$ cat src/rtl/avmm_csr_slave.sv
// Avalon-MM CSR slave: lower NREGS/2 words are RW control, upper NREGS/2 are RO status.
// Define AVMM_CSR_ADDR_CHECK_EN to reject unwrapped beat addresses >= NREGS and flag addr_err.
module avmm_csr_slave #(
    parameter int unsigned AW        = 16,
    parameter int unsigned DW        = 64,
    parameter int unsigned MAX_BURST = 1,
    parameter int unsigned NREGS     = 16,
    localparam int unsigned BCW      = $clog2(MAX_BURST),
    localparam int unsigned NC       = NREGS / 2
) (
    input  logic                 clk,
    input  logic                 rst,
    input  logic [AW-1:0]        avs_address,
    input  logic                 avs_read,
    input  logic                 avs_write,
    input  logic [BCW:0]         avs_burstcount,
    input  logic [DW-1:0]        avs_writedata,
    input  logic [DW/8-1:0]      avs_byteenable,
    output logic                 avs_waitrequest,
    output logic [DW-1:0]        avs_readdata,
    output logic                 avs_readdatavalid,
    output logic [NC*DW-1:0]     ctrl_q,
    output logic [NC-1:0]        ctrl_wr,
    input  logic [NC*DW-1:0]     sts_d,
    output logic                 addr_err
);

    localparam int unsigned IW = $clog2(NREGS);
    localparam logic [BCW:0] BcOne = (BCW + 1)'(1);
    localparam logic [AW:0] AddrOne = (AW + 1)'(1);

    typedef enum logic [1:0] {StIdle, StWburst, StRburst} state_e;

    state_e          state_q, state_d;
    logic [BCW:0]    len, rem_q;
    logic [AW:0]     ptr_q, cur_addr;
    logic [IW-1:0]   idx;
    logic            wr_beat, rd_beat, start_burst, oor;
    logic [DW-1:0]   ctrl_mem_q [NC];
    logic [DW-1:0]   rd_mux;
    logic [DW-1:0]   readdata_q;
    logic            rdv_q;
    logic [NC-1:0]   ctrl_wr_q;

    always_comb begin
        if (int'(avs_burstcount) == 0) begin
            len = BcOne;
        end else if (int'(avs_burstcount) > MAX_BURST) begin
            len = (BCW + 1)'(MAX_BURST);
        end else begin
            len = avs_burstcount;
        end
    end

    always_ff @(posedge clk) begin
        if (rst) begin
            state_q <= StIdle;
        end else begin
            state_q <= state_d;
        end
    end

    always_comb begin
        state_d = state_q;
        unique case (state_q)
            StIdle: begin
                if (avs_write) begin
                    if (len != BcOne) state_d = StWburst;
                end else if (avs_read) begin
                    if (len != BcOne) state_d = StRburst;
                end
            end
            StWburst: if (avs_write && rem_q == BcOne) state_d = StIdle;
            StRburst: if (rem_q == BcOne) state_d = StIdle;
            default:  state_d = StIdle;
        endcase
    end

    always_comb begin
        avs_waitrequest = 1'b0;
        wr_beat         = 1'b0;
        rd_beat         = 1'b0;
        start_burst     = 1'b0;
        unique case (state_q)
            StIdle: begin
                wr_beat     = avs_write;
                rd_beat     = avs_read & ~avs_write;
                start_burst = (avs_write | avs_read) && (len != BcOne);
            end
            StWburst: wr_beat = avs_write;
            StRburst: begin
                avs_waitrequest = 1'b1;
                rd_beat         = 1'b1;
            end
            default: ;
        endcase
    end

    // Unwrapped address of the current beat; the low IW bits select the register.
    assign cur_addr = (state_q == StIdle) ? {1'b0, avs_address} : ptr_q;
    assign idx      = cur_addr[IW-1:0];

    always_ff @(posedge clk) begin
        if (rst) begin
            rem_q <= '0;
            ptr_q <= '0;
        end else if (start_burst) begin
            rem_q <= len - BcOne;
            ptr_q <= cur_addr + AddrOne;
        end else if (state_q != StIdle && (wr_beat || rd_beat)) begin
            rem_q <= rem_q - BcOne;
            ptr_q <= ptr_q + AddrOne;
        end
    end

    always_comb begin
        rd_mux = '0;
        for (int i = 0; i < NC; i++) begin
            if (idx == IW'(i))      rd_mux = ctrl_mem_q[i];
            if (idx == IW'(i + NC)) rd_mux = sts_d[i*DW +: DW];
        end
    end

    always_ff @(posedge clk) begin
        if (rst) begin
            for (int i = 0; i < NC; i++) ctrl_mem_q[i] <= '0;
            ctrl_wr_q <= '0;
        end else begin
            ctrl_wr_q <= '0;
            for (int i = 0; i < NC; i++) begin
                if (wr_beat && !oor && idx == IW'(i)) begin
                    ctrl_wr_q[i] <= 1'b1;
                    for (int b = 0; b < DW / 8; b++) begin
                        if (avs_byteenable[b]) ctrl_mem_q[i][b*8 +: 8] <= avs_writedata[b*8 +: 8];
                    end
                end
            end
        end
    end

    always_ff @(posedge clk) begin
        if (rst) begin
            rdv_q      <= 1'b0;
            readdata_q <= '0;
        end else begin
            rdv_q <= rd_beat;
            if (rd_beat) readdata_q <= oor ? '0 : rd_mux;
        end
    end

`ifdef AVMM_CSR_ADDR_CHECK_EN
    logic addr_err_q;

    assign oor = cur_addr >= (AW + 1)'(NREGS);

    always_ff @(posedge clk) begin
        if (rst) begin
            addr_err_q <= 1'b0;
        end else if ((wr_beat || rd_beat) && oor) begin
            addr_err_q <= 1'b1;
        end
    end

    assign addr_err = addr_err_q;
`else
    assign oor      = 1'b0;
    assign addr_err = 1'b0;
`endif

    for (genvar g = 0; g < NC; g++) begin : g_ctrl_out
        assign ctrl_q[g*DW +: DW] = ctrl_mem_q[g];
    end

    assign ctrl_wr           = ctrl_wr_q;
    assign avs_readdata      = readdata_q;
    assign avs_readdatavalid = rdv_q;

endmodule

$ cat config.mk
export PLATFORM = sky130hd
export DESIGN_NAME = avmm_csr_slave
export DESIGN_NICKNAME = d
export VERILOG_FILES = /design/src/rtl/avmm_csr_slave.sv
export SDC_FILE = /design/constraint.sdc
export NUM_CORES = 1
export LEC_CHECK = 0
export CAP_MARGIN = 20
export CORE_AREA = 5 5 466 468
export DETAILED_ROUTE_END_ITERATION = 8
export DIE_AREA = 0 0 471 473
export PLACE_DENSITY = 0.39
export SYNTH_ARGS = -nofsm -noshare
export SYNTH_HDL_FRONTEND = slang
export SYNTH_SLANG_ARGS = --single-unit
$ cat constraint.sdc
create_clock -name clk -period 7.7 [get_ports clk]
set_clock_uncertainty 0.2 [all_clocks]
set_input_delay 2.31 -clock clk [delete_from_list [all_inputs] [get_ports clk]]
set_output_delay 2.31 -clock clk [all_outputs]
set_load 0.03 [all_outputs]
==> results.json <==
{
  "p_clk_share_pct": 37.2,
  "cp.required_ps": 7850,
  "tritoncts": "yes",
  "syn_avg_cell_area_um2": 10.2,
  "post_cts_buffers": 0,
  "core_mm2": 0.213,
  "wl_um": 318000,
  "powerDensity_mw_per_mm2": 206,
  "start_util_pct": 14.5,
  "critPathBufInv": 2,
  "hold_viol_final": 0,
  "synth_edf_count": 512,
  "overflow": 0,
  "synth-seq-area-share_pct": 54.3,
  "vias": 35000,
  "synth_top_area_share_pct": 49.6,
  "tightest_slew_ps": 1730,
  "violations": "slew limit",
  "tns_ps": 0,
  "cts_buffers": 79,
  "cp.arrival_ps": 5430,
  "cts.sinks": 585,
  "ant_nets": 0,
  "gp_congestion": 0.887,
  "cp_common_cell": "nand2_1",
  "synth.distinct_cells": 89,
  "p_switching_w": 0.00348,
  "fmax_mhz": 189,
  "path_cells": "clkbuf_8, buf_4, nor4b_4, and2_2, nand2_1, nand2_1",
  "die_x_um": 471,
  "synthesis.area_mm2": 0.0310,
  "port_buffers": 1176,
  "clockBufferDepth": 3,
  "vias_per_cell": 4.92,
  "wl_per_cell_um": 44.6,
  "cts_root_buf": "clkbuf_16",
  "ys_ff_latch": 585,
  "critPathMaxStageDelay_ps": 900,
  "drive_gt1_share_pct": 9.36,
  "cp-end-kind": "flip-flop",
  "io_pins": 1192,
  "synth_flop_cell": "edfxtp_1",
  "critPathKind": "in -> reg",
  "clock_latency_ps": 730,
  "drc": 0,
  "grt_usage_pct": 27.2,
  "htree_levels": 3,
  "p_comb_share_pct": 24.2,
  "initialDrtViolationCount": 4366,
  "holdCritPathClass": "reg -> reg",
  "finalSetupViolCount": 0,
  "syn_inst": 3049,
  "place_ws_ps": 1690,
  "area_delta_synth_final_pct": 57.7,
  "nets": 4770,
  "yosysTopAreaCell": "edfxtp_1",
  "worst_ir_drop_vdd_uv": 166,
  "first_pass_iters": 6,
  "power_leakage_nw": 16.8,
  "seqPwrFrac_pct": 38.6,
  "swShare_pct": 34.5,
  "grt_pass1_wl_um": 394000,
  "path_max_fanout": 40,
  "drv_cap": 0,
  "p_int_w": 0.00662,
  "die_area_mm2": 0.223,
  "period_minus_slack_ps": 5290,
  "startpoint_type": "input pin",
  "path_delay_family": "simple AND/OR/NAND/NOR gates",
  "final.setup.worst_slack_ps": 2410,
  "status": "complete, but fails checks",
  "antenna_found_initial": 141,
  "cts_resized": 0,
  "yosysWarnings": 0,
  "slew_viol_final": 65,
  "fin_crit_sh_pct": 68.7,
  "grt_pass1_vias": 34200,
  "path_clk_slew_ps": 70,
  "grt_start_max_net_pins": 116,
  "cts_hold_buf": 0,
  "rows": 170,
  "max_slew_margin_pct": -15.1,
  "synth-async-reset-ratio_pct": 0,
  "grt_setup_unrepaired": "no",
  "dp_hpwl_um": 242000,
  "slowest_stage": "and2_2",
  "die_h_um": 473,
  "yosys-top-cells-area": "edfxtp_1 (50%), nor2_1 (5.6%), dfxtp_1 (4.7%), o21ai_0 (3.8%), a21oi_1 (3.4%)"
}
[synthesized netlist by cell type, types with 34 or more instances]
cell type,number
a21oi_1,211
nand2b_1,38
nor2b_1,41
mux2i_1,69
o22ai_1,90
dfxtp_1,73
a31oi_1,54
nor2_1,462
o221ai_1,69
nand2_1,278
a21o_1,34
o21ai_0,236
inv_1,95
buf_2,108
mux2_2,39
edfxtp_1,512
clkbuf_1,103
[tightest hold or removal path: cells and delay by family (launching register included)]
kind | cells | cell delay, ps
AO/OA/AOI/OAI | 1 | 50
AND/OR/NAND/NOR | 1 | 50
flip-flops | 1 | 310
[power by group through the flow]
stage | logic, W | clock network (W) | registers (W)
floorplan | 0.000591 | 0 | 0.00423
global placement | 0.00244 | 0 | 0.00395
detailed placement | 0.00244 | 0 | 0.00395
CTS | 0.00245 | 0.00382 | 0.00389
global route | 0.00251 | 0.00393 | 0.00390
finish | 0.00244 | 0.00376 | 0.00390
[logic make-up after synthesis]
| family | Yosys count | share of synthesized area [%] |
|---|---|---|
| AOI/OAI and AO/OA | 1000 | 21.2 |
| buffers and inverters | 357 | 5.46 |
| DFF | 585 | 54.3 |
| muxes | 129 | 4.55 |
| other | 1 | 0.0121 |
| and+or+nand+nor | 977 | 14.4 |
[cells in the final DEF, fill, tap and decap left out, types with 21 or more instances in the layout]
| cell type | count |
|---|---|
| o221ai_1 | 69 |
| diode_2 | 55 |
| a221o_1 | 29 |
| nor3_1 | 24 |
| nand2b_1 | 31 |
| clkbuf_16 | 81 |
| o21ai_0 | 236 |
| nor2_1 | 460 |
| a21o_1 | 34 |
| a221oi_1 | 28 |
| o211ai_1 | 25 |
| mux2_2 | 39 |
| a22oi_1 | 21 |
| a21oi_1 | 211 |
| o22ai_1 | 90 |
| o21ai_1 | 22 |
| edfxtp_1 | 512 |
| nand2_1 | 277 |
| nor2b_1 | 35 |
| dfxtp_1 | 73 |
| inv_1 | 93 |
| a31oi_1 | 54 |
| clkdlybuf4s50_1 | 1169 |
| mux2i_1 | 69 |
| o2bb2ai_1 | 26 |
| buf_4 | 107 |
[worst paths after layout]
kind | start | endpoint | slack (ps) | depth (start not counted)
max | avs_address[1] | ctrl_mem_q[1][43]$_SDFFCE_PN0P_ | 2410 | 6
min | avs_readdata[30]$_SDFFE_PP0P_ | avs_readdata[30]$_SDFFE_PP0P_ | 250 | 2
max reg2reg | ctrl_mem_q[0][5]$_SDFFCE_PN0P_ | avs_readdata[5]$_SDFFE_PP0P_ | 5250 | 5
min reg2reg | avs_readdata[30]$_SDFFE_PP0P_ | avs_readdata[30]$_SDFFE_PP0P_ | 250 | 2
[state kept, by name, summed over array words and instances (netlist names)]
signal             count
ctrl_mem_q           512
avs_readdata          64
ctrl_wr                8
avs_readdatavalid      1
[layer usage]
layer | vias to the layer above | part of all wire [%] | global-route usage (%)
li1 | 13800 | - | -
met1 | 18100 | 40 | 34.0
met2 | 2606 | 45 | 42.9
met3 | 543 | 11 | 9.81
met4 | 64 | 4.1 | 9.92
met5 | - | 0.13 | 0
[through the flow]
stage	cells	instance area [µm²]	power (W)	hold WS [ps]	utilization, %
floorplan	3050	31000	0.00482	377	-
global placement	6922	46200	0.00640	248	21.7
detailed placement	6922	46200	0.00639	242	21.7
CTS	7070	48800	0.0102	250	22.9
global route	7091	48800	0.0103	286	22.9
finish	7125	48900	0.0101	251	22.9
[final cells by class]
type                    count  area, µm²
multi-input cells        2108      12700
clock buffers              96       2130
inverters                  97        379
flip-flops and latches    585      16800
clock inverters            52        402
diodes                     55        138
repair buffers           1294      12800
well taps                2838       3550
fillers                 23300     164000
Note: power is estimated with default switching activity, not from simulation.
